===== src/rtl/sio_uart_rx_pkg.sv =====
// Shared definitions for the SIO serial receive path.
// Holds the receiver state encodings and the default oversampling ratio,
// which must match the ratio of the upstream SIO clock divider.
// No ports; imported by sio_uart_rx and its sub-modules.
package sio_uart_rx_pkg;

    // Receiver frame states. RX_PARITY is only reachable when the
    // receiver is built with SIO_RX_PARITY_EN defined.
    typedef enum logic [2:0] {
        RX_IDLE   = 3'd0,
        RX_START  = 3'd1,
        RX_DATA   = 3'd2,
        RX_PARITY = 3'd3,
        RX_STOP   = 3'd4
    } rx_state_e;

    // sio_clk periods per serial bit (4x baud from the divider).
    localparam int SIO_OSR_DEFAULT = 4;

endpackage


===== src/rtl/sio_uart_rx_sync_edge.sv =====
// Two-flop synchroniser for a single asynchronous input, with an optional
// rising-edge pulse taken from the synchronised value.
// Ports:
//   clk    in   system clock
//   n_rst  in   asynchronous reset, active-low
//   d      in   asynchronous input
//   q      out  synchronised copy of d (2 clk latency)
//   rise   out  1-clk pulse when q goes 0->1 (constant 0 when EDGE_EN=0)
// Parameters:
//   RST_VAL  value loaded into every flop during reset
//   EDGE_EN  1 = generate the rise pulse
module sio_uart_rx_sync_edge #(
    parameter logic RST_VAL = 1'b0,
    parameter bit   EDGE_EN = 1'b1
) (
    input  logic clk,
    input  logic n_rst,
    input  logic d,
    output logic q,
    output logic rise
);

    logic meta_q, meta_d;
    logic sync_q, sync_d;
    logic prev_q, prev_d;

    always_comb begin
        meta_d = d;
        sync_d = meta_q;
        prev_d = sync_q;
    end

    always_ff @(posedge clk or negedge n_rst) begin
        if (!n_rst) begin
            meta_q <= RST_VAL;
            sync_q <= RST_VAL;
            prev_q <= RST_VAL;
        end else begin
            meta_q <= meta_d;
            sync_q <= sync_d;
            prev_q <= prev_d;
        end
    end

    assign q    = sync_q;
    assign rise = EDGE_EN ? (sync_q & ~prev_q) : 1'b0;

endmodule


===== src/rtl/sio_uart_rx.sv =====
// Serial receiver for asynchronous frames on rxd (start, DATA_BITS data
// LSB first, optional even parity, one stop bit). sio_clk from the SIO
// divider is synchronised and used only as an oversampling enable; all
// state lives in the clk domain. Received bytes are offered through a
// valid/ready holding register.
//
// Handshake: rx_data is valid while rx_valid=1; a byte is consumed on any
// clk edge where rx_valid & rx_ready are both 1. A byte that completes on
// the same edge as a consume replaces the consumed one.
//
// Build option: define SIO_RX_PARITY_EN to add an even-parity bit between
// the data bits and the stop bit and to enable parity_err.
//
// Ports:
//   clk, n_rst   system clock, asynchronous active-low reset
//   sio_clk      OSR x baud oversample clock (async, synchronised here)
//   rxd          serial input, idle high (async, synchronised here)
//   rx_data      received byte, valid while rx_valid=1
//   rx_valid     holding register full
//   rx_ready     consumer accepts rx_data when rx_valid & rx_ready
//   frame_err    1-clk pulse: stop bit sampled low
//   overrun      1-clk pulse: byte completed while holding register full
//   parity_err   1-clk pulse: parity mismatch (0 without SIO_RX_PARITY_EN)
module sio_uart_rx
    import sio_uart_rx_pkg::*;
#(
    parameter int DATA_BITS    = 8,
    parameter int OSR          = SIO_OSR_DEFAULT,
    parameter int SAMPLE_PHASE = 1
) (
    input  logic                 clk,
    input  logic                 n_rst,
    input  logic                 sio_clk,
    input  logic                 rxd,
    output logic [DATA_BITS-1:0] rx_data,
    output logic                 rx_valid,
    input  logic                 rx_ready,
    output logic                 frame_err,
    output logic                 overrun,
    output logic                 parity_err
);

    localparam int PH_W = $clog2(OSR);
    localparam int BC_W = $clog2(DATA_BITS);
    localparam logic [PH_W-1:0] SAMPLE_PH = PH_W'(SAMPLE_PHASE);
    localparam logic [BC_W-1:0] LAST_BIT  = BC_W'(DATA_BITS - 1);

    logic tick;
    logic rxd_s;
    logic sio_s_unused;
    logic rxd_edge_unused;

    sio_uart_rx_sync_edge #(
        .RST_VAL (1'b0),
        .EDGE_EN (1'b1)
    ) u_tick_sync (
        .clk   (clk),
        .n_rst (n_rst),
        .d     (sio_clk),
        .q     (sio_s_unused),
        .rise  (tick)
    );

    sio_uart_rx_sync_edge #(
        .RST_VAL (1'b1),
        .EDGE_EN (1'b0)
    ) u_rxd_sync (
        .clk   (clk),
        .n_rst (n_rst),
        .d     (rxd),
        .q     (rxd_s),
        .rise  (rxd_edge_unused)
    );

    rx_state_e             state_q, state_d;
    logic [PH_W-1:0]       phase_q, phase_d;
    logic [BC_W-1:0]       bit_cnt_q, bit_cnt_d;
    logic [DATA_BITS-1:0]  shift_q, shift_d;
    logic [DATA_BITS-1:0]  rx_data_q, rx_data_d;
    logic                  rx_valid_q, rx_valid_d;
    logic                  frame_err_q, frame_err_d;
    logic                  overrun_q, overrun_d;
    logic                  sample;
    logic                  complete;
`ifdef SIO_RX_PARITY_EN
    logic                  par_bit_q, par_bit_d;
    logic                  parity_err_q, parity_err_d;
    logic                  par_bad;

    // Even parity: data bits plus parity bit must hold an even count of ones.
    assign par_bad = ^{shift_q, par_bit_q};
`endif

    // Phase counts ticks since start detection; the first sample lands two
    // ticks after detection, i.e. mid-bit for OSR=4, SAMPLE_PHASE=1.
    assign sample = (phase_q == SAMPLE_PH);

    always_comb begin
        state_d     = state_q;
        phase_d     = phase_q;
        bit_cnt_d   = bit_cnt_q;
        shift_d     = shift_q;
        rx_data_d   = rx_data_q;
        rx_valid_d  = rx_valid_q;
        frame_err_d = 1'b0;
        overrun_d   = 1'b0;
        complete    = 1'b0;
`ifdef SIO_RX_PARITY_EN
        par_bit_d    = par_bit_q;
        parity_err_d = 1'b0;
`endif

        if (tick) begin
            case (state_q)
                RX_IDLE: begin
                    if (!rxd_s) begin
                        state_d = RX_START;
                        phase_d = '0;
                    end
                end
                RX_START: begin
                    phase_d = phase_q + PH_W'(1);
                    if (sample) begin
                        // A start bit that is high again at mid-bit was a glitch.
                        state_d   = rxd_s ? RX_IDLE : RX_DATA;
                        bit_cnt_d = '0;
                    end
                end
                RX_DATA: begin
                    phase_d = phase_q + PH_W'(1);
                    if (sample) begin
                        shift_d   = {rxd_s, shift_q[DATA_BITS-1:1]};
                        bit_cnt_d = bit_cnt_q + BC_W'(1);
                        if (bit_cnt_q == LAST_BIT) begin
`ifdef SIO_RX_PARITY_EN
                            state_d = RX_PARITY;
`else
                            state_d = RX_STOP;
`endif
                        end
                    end
                end
`ifdef SIO_RX_PARITY_EN
                RX_PARITY: begin
                    phase_d = phase_q + PH_W'(1);
                    if (sample) begin
                        par_bit_d = rxd_s;
                        state_d   = RX_STOP;
                    end
                end
`endif
                RX_STOP: begin
                    phase_d = phase_q + PH_W'(1);
                    if (sample) begin
                        // Return to IDLE on the sample tick so a start bit
                        // right after the stop bit is seen from the next tick.
                        state_d = RX_IDLE;
                        // A bad stop bit masks any parity result.
                        if (!rxd_s)
                            frame_err_d = 1'b1;
`ifdef SIO_RX_PARITY_EN
                        else if (par_bad)
                            parity_err_d = 1'b1;
`endif
                        else
                            complete = 1'b1;
                    end
                end
                default: begin
                    state_d = RX_IDLE;
                end
            endcase
        end

        if (complete) begin
            // A consume on this same edge frees the register for the new byte.
            if (!rx_valid_q || rx_ready) begin
                rx_data_d  = shift_q_next(shift_d);
                rx_valid_d = 1'b1;
            end else begin
                overrun_d = 1'b1;
            end
        end else if (rx_valid_q && rx_ready) begin
            rx_valid_d = 1'b0;
        end
    end

    // The completed byte is fully shifted before the stop state, so the
    // current shift contents are the byte; this keeps that explicit.
    function automatic logic [DATA_BITS-1:0] shift_q_next(input logic [DATA_BITS-1:0] v);
        return v;
    endfunction

    always_ff @(posedge clk or negedge n_rst) begin
        if (!n_rst) begin
            state_q      <= RX_IDLE;
            phase_q      <= '0;
            bit_cnt_q    <= '0;
            shift_q      <= '0;
            rx_data_q    <= '0;
            rx_valid_q   <= 1'b0;
            frame_err_q  <= 1'b0;
            overrun_q    <= 1'b0;
`ifdef SIO_RX_PARITY_EN
            par_bit_q    <= 1'b0;
            parity_err_q <= 1'b0;
`endif
        end else begin
            state_q      <= state_d;
            phase_q      <= phase_d;
            bit_cnt_q    <= bit_cnt_d;
            shift_q      <= shift_d;
            rx_data_q    <= rx_data_d;
            rx_valid_q   <= rx_valid_d;
            frame_err_q  <= frame_err_d;
            overrun_q    <= overrun_d;
`ifdef SIO_RX_PARITY_EN
            par_bit_q    <= par_bit_d;
            parity_err_q <= parity_err_d;
`endif
        end
    end

    assign rx_data   = rx_data_q;
    assign rx_valid  = rx_valid_q;
    assign frame_err = frame_err_q;
    assign overrun   = overrun_q;
`ifdef SIO_RX_PARITY_EN
    assign parity_err = parity_err_q;
`else
    assign parity_err = 1'b0;
`endif

endmodule


===== config.mk =====
export PLATFORM = sky130hd
export DESIGN_NAME = sio_uart_rx
export DESIGN_NICKNAME = d
export VERILOG_FILES = /design/src/rtl/sio_uart_rx_pkg.sv /design/src/rtl/sio_uart_rx_sync_edge.sv /design/src/rtl/sio_uart_rx.sv
export SDC_FILE = /design/constraint.sdc
export NUM_CORES = 1
export LEC_CHECK = 0
export ABC_CLOCK_PERIOD_IN_PS = 2100
export CAP_MARGIN = 20
export CORE_ASPECT_RATIO = 1.25
export CORE_MARGIN = 4
export CORE_UTILIZATION = 35
export CTS_CLUSTER_DIAMETER = 120
export DETAILED_ROUTE_END_ITERATION = 10
export RECOVER_POWER = 25
export SLEW_MARGIN = 20
export SYNTH_ARGS = -nofsm -noshare
export SYNTH_HDL_FRONTEND = slang
export SYNTH_SLANG_ARGS = --single-unit

===== constraint.sdc =====
create_clock -name clk -period 2.1 [get_ports clk]
set_input_delay 0.21 -clock clk [delete_from_list [all_inputs] [get_ports clk]]
set_output_delay 0.21 -clock clk [all_outputs]
set_load 0.005 [all_outputs]

==> metrics.md <==
| Metric | Value |
|---|---|
| Share of post-route cells with drive strength above 1 | 24.44% |
| Top-Level Pins | 17 |
| Sequential area share after synthesis | 54.13% |
| Clk sinks | 32 |
| First-pass DRT Iterations | 2 |
| Clk_lat worst skew | 0.28 ns |
| DP Worst Slack | 0.2972 ns |
| # port buffers | 15 |
| Pin count of the biggest net entering global routing | 22 |
| Worst rel slew slack | 60.39% |
| Number of global-route vias before repair | 889 |
| H-tree depth | 2 |
| Num CTS Buffers | 5 |
| Fin crit period | 1.810 ns |
| CP Data Arrival Time | 1.97 ns |
| Final hold viol count | 0 |
| Crit path largest cell delay | 0.39 ns |
| Worst Path Max Fanout | 7 |
| Hold Buf Count CTS | 0 |
| Mapped Area | 1484 um2 |
| GRT Resource Usage Total | 9.971% |
| Final core occ | 44.11% |
| Sw frac | 30.52% |
| Crit-path most repeated cell | mux2_4 |
| Buf/Inv on CP | 1 |
| Pwr/cell area | 994.8 nW/um2 |
| Crit end category | flop |
| Crit path launch type | flop |
| Setup Viol. Count Final | 0 |
| Initial Utilization | 36.20% |
| Site Rows | 26 |
| Gpl congestion | 0.7266 |
| Die area | 5352 um2 |
| Setup CP Type | flop to flop |
| RSZ-0062 raised after global routing | false |
| Post-synth cell types | 40 |
| Worst path slowest cell | dfrtp_1 |
| Residual DRC count | 0 |
| CP delay by family, top | multiplexers |
| Final ANT Viol Nets | 0 |
| Post-CTS setup buffers | 0 |
| Logic pwr share | 29.9% |
| Max Freq | 0.5524 GHz |
| Worst Skew | 0.002583 ns |
| Status | completed |
| Slew Limit Fails | 0 |
| Core box area | 4099 um2 |
| Horiz. Die Dim | 66.24 um |
| Internal power | 1.250 mW |
| Routed WL | 2367 um |
| ANT cells | 0 |
| Via count | 921 |
| Detailed Place HPWL | 1805 um |
| Syn Inst Count | 113 |
| Most frequent cells in the layout | dfrtp_1 (30), mux2_4 (15), clkdlybuf4s50_1 (12) |
| Tot Pwr | 1.799 mW |
| Clock root buffer master | clkbuf_8 |
| Post_cts resized | 0 |
| Clock share of power | 27.8% |
| Gr ovfl total | 0 |
| Worst Path Required | 2.26 ns |
| Clk slew on worst S/H paths | 0.06 ns |
| Area grow syn2layout | 21.84% |
| Crit path cell chain | nor3b_2 > and3_1 > buf_4 > mux2_4 > mux2_4 |
| CTS tree | yes |
| Mean area per synthesized cell | 13.13 um2 |
| Via density per instance | 4.822 |
| Initial antenna violation count | 0 |
| Tcrit/Tclk final | 86.20% |
| Post-place instance area | 1708 um2 |
| Seq pwr share | 42.2% |
| First-pass GRT wire length | 3960 um |
| Switching pwr | 549.0 uW |
| Setup tns final | 0 ns |
| PnR worst setup slack | 0.2898 ns |
| Fin area | 1808 um2 |
| NumNets Final | 143 |
| YS warnings | 0 |
| Flops & latches, synth | 32 |
| DR WL/cell | 12.39 um |
| Die Ht | 80.80 um |
| Worst Hold Class | flop to flop |
| Slew @ Worst Pin | 0.5922 ns |
| Max clock buf depth | 2 |
| Synthesized net count | 122 |
| Commonest non-fill, non-tap cell in the layout | dfrtp_1 |
| Iter 0 DRT Violations | 23 |
| Worst VDD drop | 0.0005660 V |
| P_leak | 0.8540 nW |
| Max_cap viols | 0 |
[Yosys cell counts]
cell type / number / area [um2]
nand4_2: 1 / 12.51
nand2b_4: 1 / 13.76
a22o_1: 1 / 8.760
clkbuf_1: 1 / 3.750
nand3_1: 2 / 10.01
nor4b_1: 1 / 8.760
inv_1: 2 / 7.510
nand2b_1: 1 / 6.260
nor2b_1: 5 / 31.28
nand2_1: 9 / 33.78
o21ai_0: 3 / 15.01
a41oi_1: 1 / 8.760
and4bb_1: 1 / 12.51
conb_1: 1 / 3.750
nor2_1: 6 / 22.52
mux2i_1: 1 / 10.01
o31ai_1: 1 / 7.510
o21ai_1: 2 / 10.01
or3b_1: 1 / 8.760
dfstp_2: 2 / 52.55
a31oi_1: 3 / 18.77
or3_1: 1 / 6.260
ha_1: 4 / 50.05
nor3b_2: 1 / 12.51
mux2_1: 1 / 11.26
a221o_1: 1 / 10.01
o21bai_1: 1 / 7.510
or2_1: 1 / 6.260
and2b_1: 1 / 7.510
a21oi_1: 1 / 5.000
or2b_1: 1 / 7.510
buf_4: 2 / 15.01
mux2_4: 15 / 225.2
and3_1: 1 / 6.260
o41ai_1: 1 / 8.760
buf_6: 2 / 22.52
dfrtp_1: 30 / 750.7
a211oi_1: 1 / 7.510
a211oi_2: 1 / 12.51
buf_2: 1 / 5.000
[sequential cells by signal, indices dropped and copies added, names as in the netlist]
name and cells:
rx_data 8, shift_q 8, bit_cnt_q 3, state_q 3, phase_q 2, frame_err 1, overrun 1, rx_valid 1
u_rxd_sync.meta_q 1, u_rxd_sync.q 1, u_tick_sync.meta_q 1, u_tick_sync.prev_q 1, u_tick_sync.q 1
[logic make-up (layout without fill, tap and decap cells)]
family	count (synthesis)	count (layout)	share of synthesized area, %
multiplexers	17	17	16.61
other	1	1	0.2527
flip-flops	32	32	54.13
adder cells (fa/ha/maj)	4	4	3.373
AND/OR/NAND/NOR	34	34	13.91
buffers and inverters	8	30	3.625
AO/OA/AOI/OAI	17	17	8.095
[worst reg2reg max path, cell delays in order, from the launching register on]
cell and delay, ns:
dfrtp_1 0.39, nor3b_2 0.33, and3_1 0.21, buf_4 0.18
mux2_4 0.32, mux2_4 0.27
[per-stage QoR]
step,instances,hold WS [ns]
2_1_floorplan,113,-0.08559
3_3_place_gp,183,0.3435
3_5_place_dp,183,0.3452
4_1_cts,191,0.3199
5_1_grt,191,0.3605
6_report,191,0.3557
[cell type report]
| type | instances | area, um2 |
|---|---|---|
| well taps | 56 | 70.07 |
| multi-input cells | 73 | 626.9 |
| inverters | 2 | 7.507 |
| repair buffers | 20 | 200.2 |
| clock buffers | 8 | 100.1 |
| fillers | 397 | 2291 |
| flip-flops and latches | 32 | 803.3 |
[per-layer routing]
| layer | routed length [um] | up-vias | part of all wire (%) | global-route usage [%] |
|---|---|---|---|---|
| li1 | - | 439 | - | - |
| met1 | 1007 | 457 | 43 | 10.60 |
| met2 | 1199 | 20 | 51 | 16.58 |
| met3 | 123 | 5 | 5.2 | 4.564 |
| met4 | 37 | 0 | 1.6 | 4.878 |
| met5 | 0 | - | 0 | 0 |
[worst paths after layout]
| check | slack (ns) | endpoint | cells after the start | start |
|---|---|---|---|---|
| max in group asynchronous | 1.21 | shift_q[6]$_DFF_PN0_ | 2 | n_rst |
| setup / recovery | 0.29 | rx_data[3]$_DFFE_PN0P_ | 5 | state_q[0]$_DFFE_PN0P_ |
| hold reg to reg | 0.36 | u_rxd_sync.q$_DFF_PN1_ | 0 | u_rxd_sync.meta_q$_DFF_PN1_ |
| setup reg to reg | 0.29 | rx_data[3]$_DFFE_PN0P_ | 5 | state_q[0]$_DFFE_PN0P_ |
| min in group asynchronous | 0.38 | rx_data[1]$_DFFE_PN0P_ | 1 | n_rst |
| hold / removal | 0.36 | u_rxd_sync.q$_DFF_PN1_ | 0 | u_rxd_sync.meta_q$_DFF_PN1_ |
[power groups by stage]
stage          combinational, mW  clock, mW  sequential, mW
5_1_grt                    0.604      0.552           0.771
3_5_place_dp               0.544          0           0.770
3_3_place_gp               0.527          0           0.766
2_1_floorplan              0.404          0           0.763
4_1_cts                    0.547      0.520           0.759
6_report                   0.538      0.501           0.760
Note: power is estimated with default switching activity, not from simulation.
==> patch: new RTL, same flow settings <==
Build with the macro `SIO_RX_PARITY_EN` defined.
--- a/src/rtl/sio_uart_rx.sv
+++ b/src/rtl/sio_uart_rx.sv
@@ -21,6 +21,8 @@
 //   frame_err    1-clk pulse: stop bit sampled low
 //   overrun      1-clk pulse: byte completed while holding register full
 //   parity_err   1-clk pulse: parity mismatch (0 without SIO_RX_PARITY_EN)
+`define SIO_RX_PARITY_EN
+
 module sio_uart_rx
     import sio_uart_rx_pkg::*;
 #(
Behaviour: same outputs for any inputs over 10 cycles, from zero or initial values and one cycle with n_rst low; that may be too few to reach the edited logic, so the function may still have changed.
==> patch against the unedited design <==
- clock skew hardly changed
- setup slack worse by 0.18 ns
- power rose by 6.1%
- routed wire length is 8.6% higher
- cell area increased by 3.6%
- synthesized area grew 3.4%
- count of clock-buffer cells in the layout unchanged
- sequential cell count increased by 2
- fmax fell by 9.2%
- die area is 3.0% higher
- non-clock buffer count is 1 lower
- critical endpoint is now rx_data[2]
- largest cell class unchanged
==> patch: results (changes against the unedited design) <==
* Number of buffers on the longest clock path: 2 (unchanged)
- Proportion of synthesized flip-flops having asynchronous set or reset: 100% (unchanged)
* Clock latency at the later pin of the worst-skew pair: 0.28 ns (about the same)
* Count of nets after finishing: 150 (+4.9%)
* CP Launch Point: phase_q[1]
- The critical path ends at rx_data[2].
- The number of gates resized after cts is 0 (unchanged).
* Initial cell density of the core: 36.8% (+0.64 points)
* Number of DRC violations after detailed-routing iteration 0: 43 (+87%)
* Most frequent cells after synthesis: dfrtp_1, mux2_2, nand2_1, o21ai_0, nor2_1
- The part of the Yosys area used for sequential elements was 55.6% (+1.5 points).
- The path class of the tightest hold or removal check is flip-flop to flip-flop.
* Port buffer count: 16 (+1)
- The number of cells after detailed placement is 191 (+4.4%).
* Wire length per cell: 12.9 µm (+4.2%)
- Number of nets in the synthesized netlist: 129 (+5.7%)
- Dpl hpwl: 1.81 mm (about the same)
- Worst-path maximum fanout: 9 (+2)
- On the worst path, the slowest cell contributes a delay of 0.40 ns.
- The tree is rooted in a clkbuf_8.
- Maximum number of pins on one net before global-route repair: 35 (+59%)
- The xor/xnor cell area share of the yosys netlist came to 5.87% (+5.9 points).
- Slew @ Worst Pin: 0.827 ns (+0.235 ns)
- Fraction of the mapped netlist area in compound gates: 6.93% (-1.2 points)
- Number of global-route vias before repair: 1042 (+17%)
- Ranking of synthesized cells by area: dfrtp_1, mux2_2, dfstp_2
- Unique masters post-synth: 36 (-10%)
- The total length of routed wires came to 2.57 mm (+8.6%).
- Syn avg cell area: 12.7 µm² (-3.5%)
* Global-route wire length before repair: 4.53 mm (+14%)
* GRT Resource Usage Total: 11.0% (+1.1 points)
- Synth Warn #: 0 (unchanged)
- Global placement routability congestion: 0.751 (+3.3%)
* Maximum ir drop on the vdd rail: 0.599 mV (+5.8%)
- Number of CTS-inserted buffers: 5 (unchanged)
* Share of cells above drive strength 1: 26.6% (+2.1 points)
- Pre-antenna DRT Iters: 4 (+2)
- The worst-case clock skew is 0.00295 ns (+0.000362 ns).
* Initial antenna violation count: 0 (unchanged)
- The flow ran to the end, and the final reports show no timing, DRC or antenna violations.
- The register-to-register setup slack is 0.11 ns (-0.18 ns).
- The static leakage power was 0.851 nW (-0.32%).
- Average via count per standard cell: 5.03 (+4.3%)
* Antenna viol nets, final: 0 (unchanged)
* Dominant delay contributor by cell family on the critical path: multiplexers
* Worst reg-to-reg path cell count: 6 (+1)
* Post-Synth Adder-Cell Area: 2.45% (-0.93 points)
- Multiplexer share of the synthesized area: 13.9% (-2.7 points)
-- patch: changes by cell type in the layout (fill, tap and decap cells not counted), sizes merged, moves of 2 or more --
cell	unedited run	this run
xnor2	0	2
dfrtp	30	32
xor2	0	3
xnor3	0	2
nor2b	5	0
nor3	0	5
buf	5	2
o21ai	5	7
nand2	9	11
o211ai	0	2
-- patch: cell families (layout without fill, tap and decap cells) --
kind of cell | count (synthesis) | after routing
muxes | 18 | 18
DFF | 34 | 34
and+or+nand+nor | 36 | 36
xor gates and xnor gates | 7 | 7
AOI/OAI and AO/OA | 17 | 17
buffers and inverters | 6 | 28
adders and majority gates | 3 | 3
-- patch: stage by stage --
stage                     utilization, %  setup slack [ns]  power [W]  cell area [µm²]  hold WS [ns]
after floorplan                        -             0.239    0.00126             1530       -0.0856
after global placement              42.3             0.128    0.00134             1760         0.334
after detailed placement            42.3            0.0534    0.00137             1760         0.336
after CTS                           45.0            0.0356    0.00194             1870         0.316
after global routing                45.0           0.00395    0.00205             1870         0.359
final                               45.0             0.107    0.00191             1870         0.347
-- patch: worst register-to-register path, delay by kind of cell (launching register included) --
kind | cells | cell delay [ns]
and+or+nand+nor | 2 | 0.53
DFF | 1 | 0.40
muxes | 2 | 0.61
adders and majority gates | 1 | 0.25
buffers and inverters | 1 | 0.09
-- patch: how the worst min path moves through the flow --
stage / startpoint / end / slack (ns) / depth (start not counted)
final: u_tick_sync.meta_q / u_tick_sync.q / 0.35 / 0
after global routing: u_tick_sync.meta_q / u_tick_sync.q / 0.36 / 0
after CTS: rxd / u_rxd_sync.meta_q / 0.32 / 1
after detailed placement: u_tick_sync.meta_q / u_tick_sync.q / 0.34 / 0
after global placement: u_tick_sync.meta_q / u_tick_sync.q / 0.33 / 0
after floorplan: n_rst / bit_cnt_q[0] / -0.09 / 0
-- patch: where the power goes --
group / switching, W / internal, W / total, W
clock network: 0.000218 / 0.000331 / 0.000549
registers: 0.0000841 / 0.000754 / 0.000838
logic: 0.000236 / 0.000286 / 0.000521
total: 0.000538 / 0.00137 / 0.00191
-- patch: layout make-up --
type / instances / area, µm²
fillers: 424 / 2290
flip-flops and latches: 34 / 853
multi-input cells: 81 / 656
repair buffers: 19 / 180
clock buffers: 8 / 110
well taps: 56 / 70.1
inverters: 1 / 3.75
-- patch: layer usage --
metal / routed length (µm) / global-route usage (%)
met3: 83 / 3.97
met1: 1160 / 13.0
met4: 61 / 5.48
met2: 1260 / 17.7
met5: 0 / 0
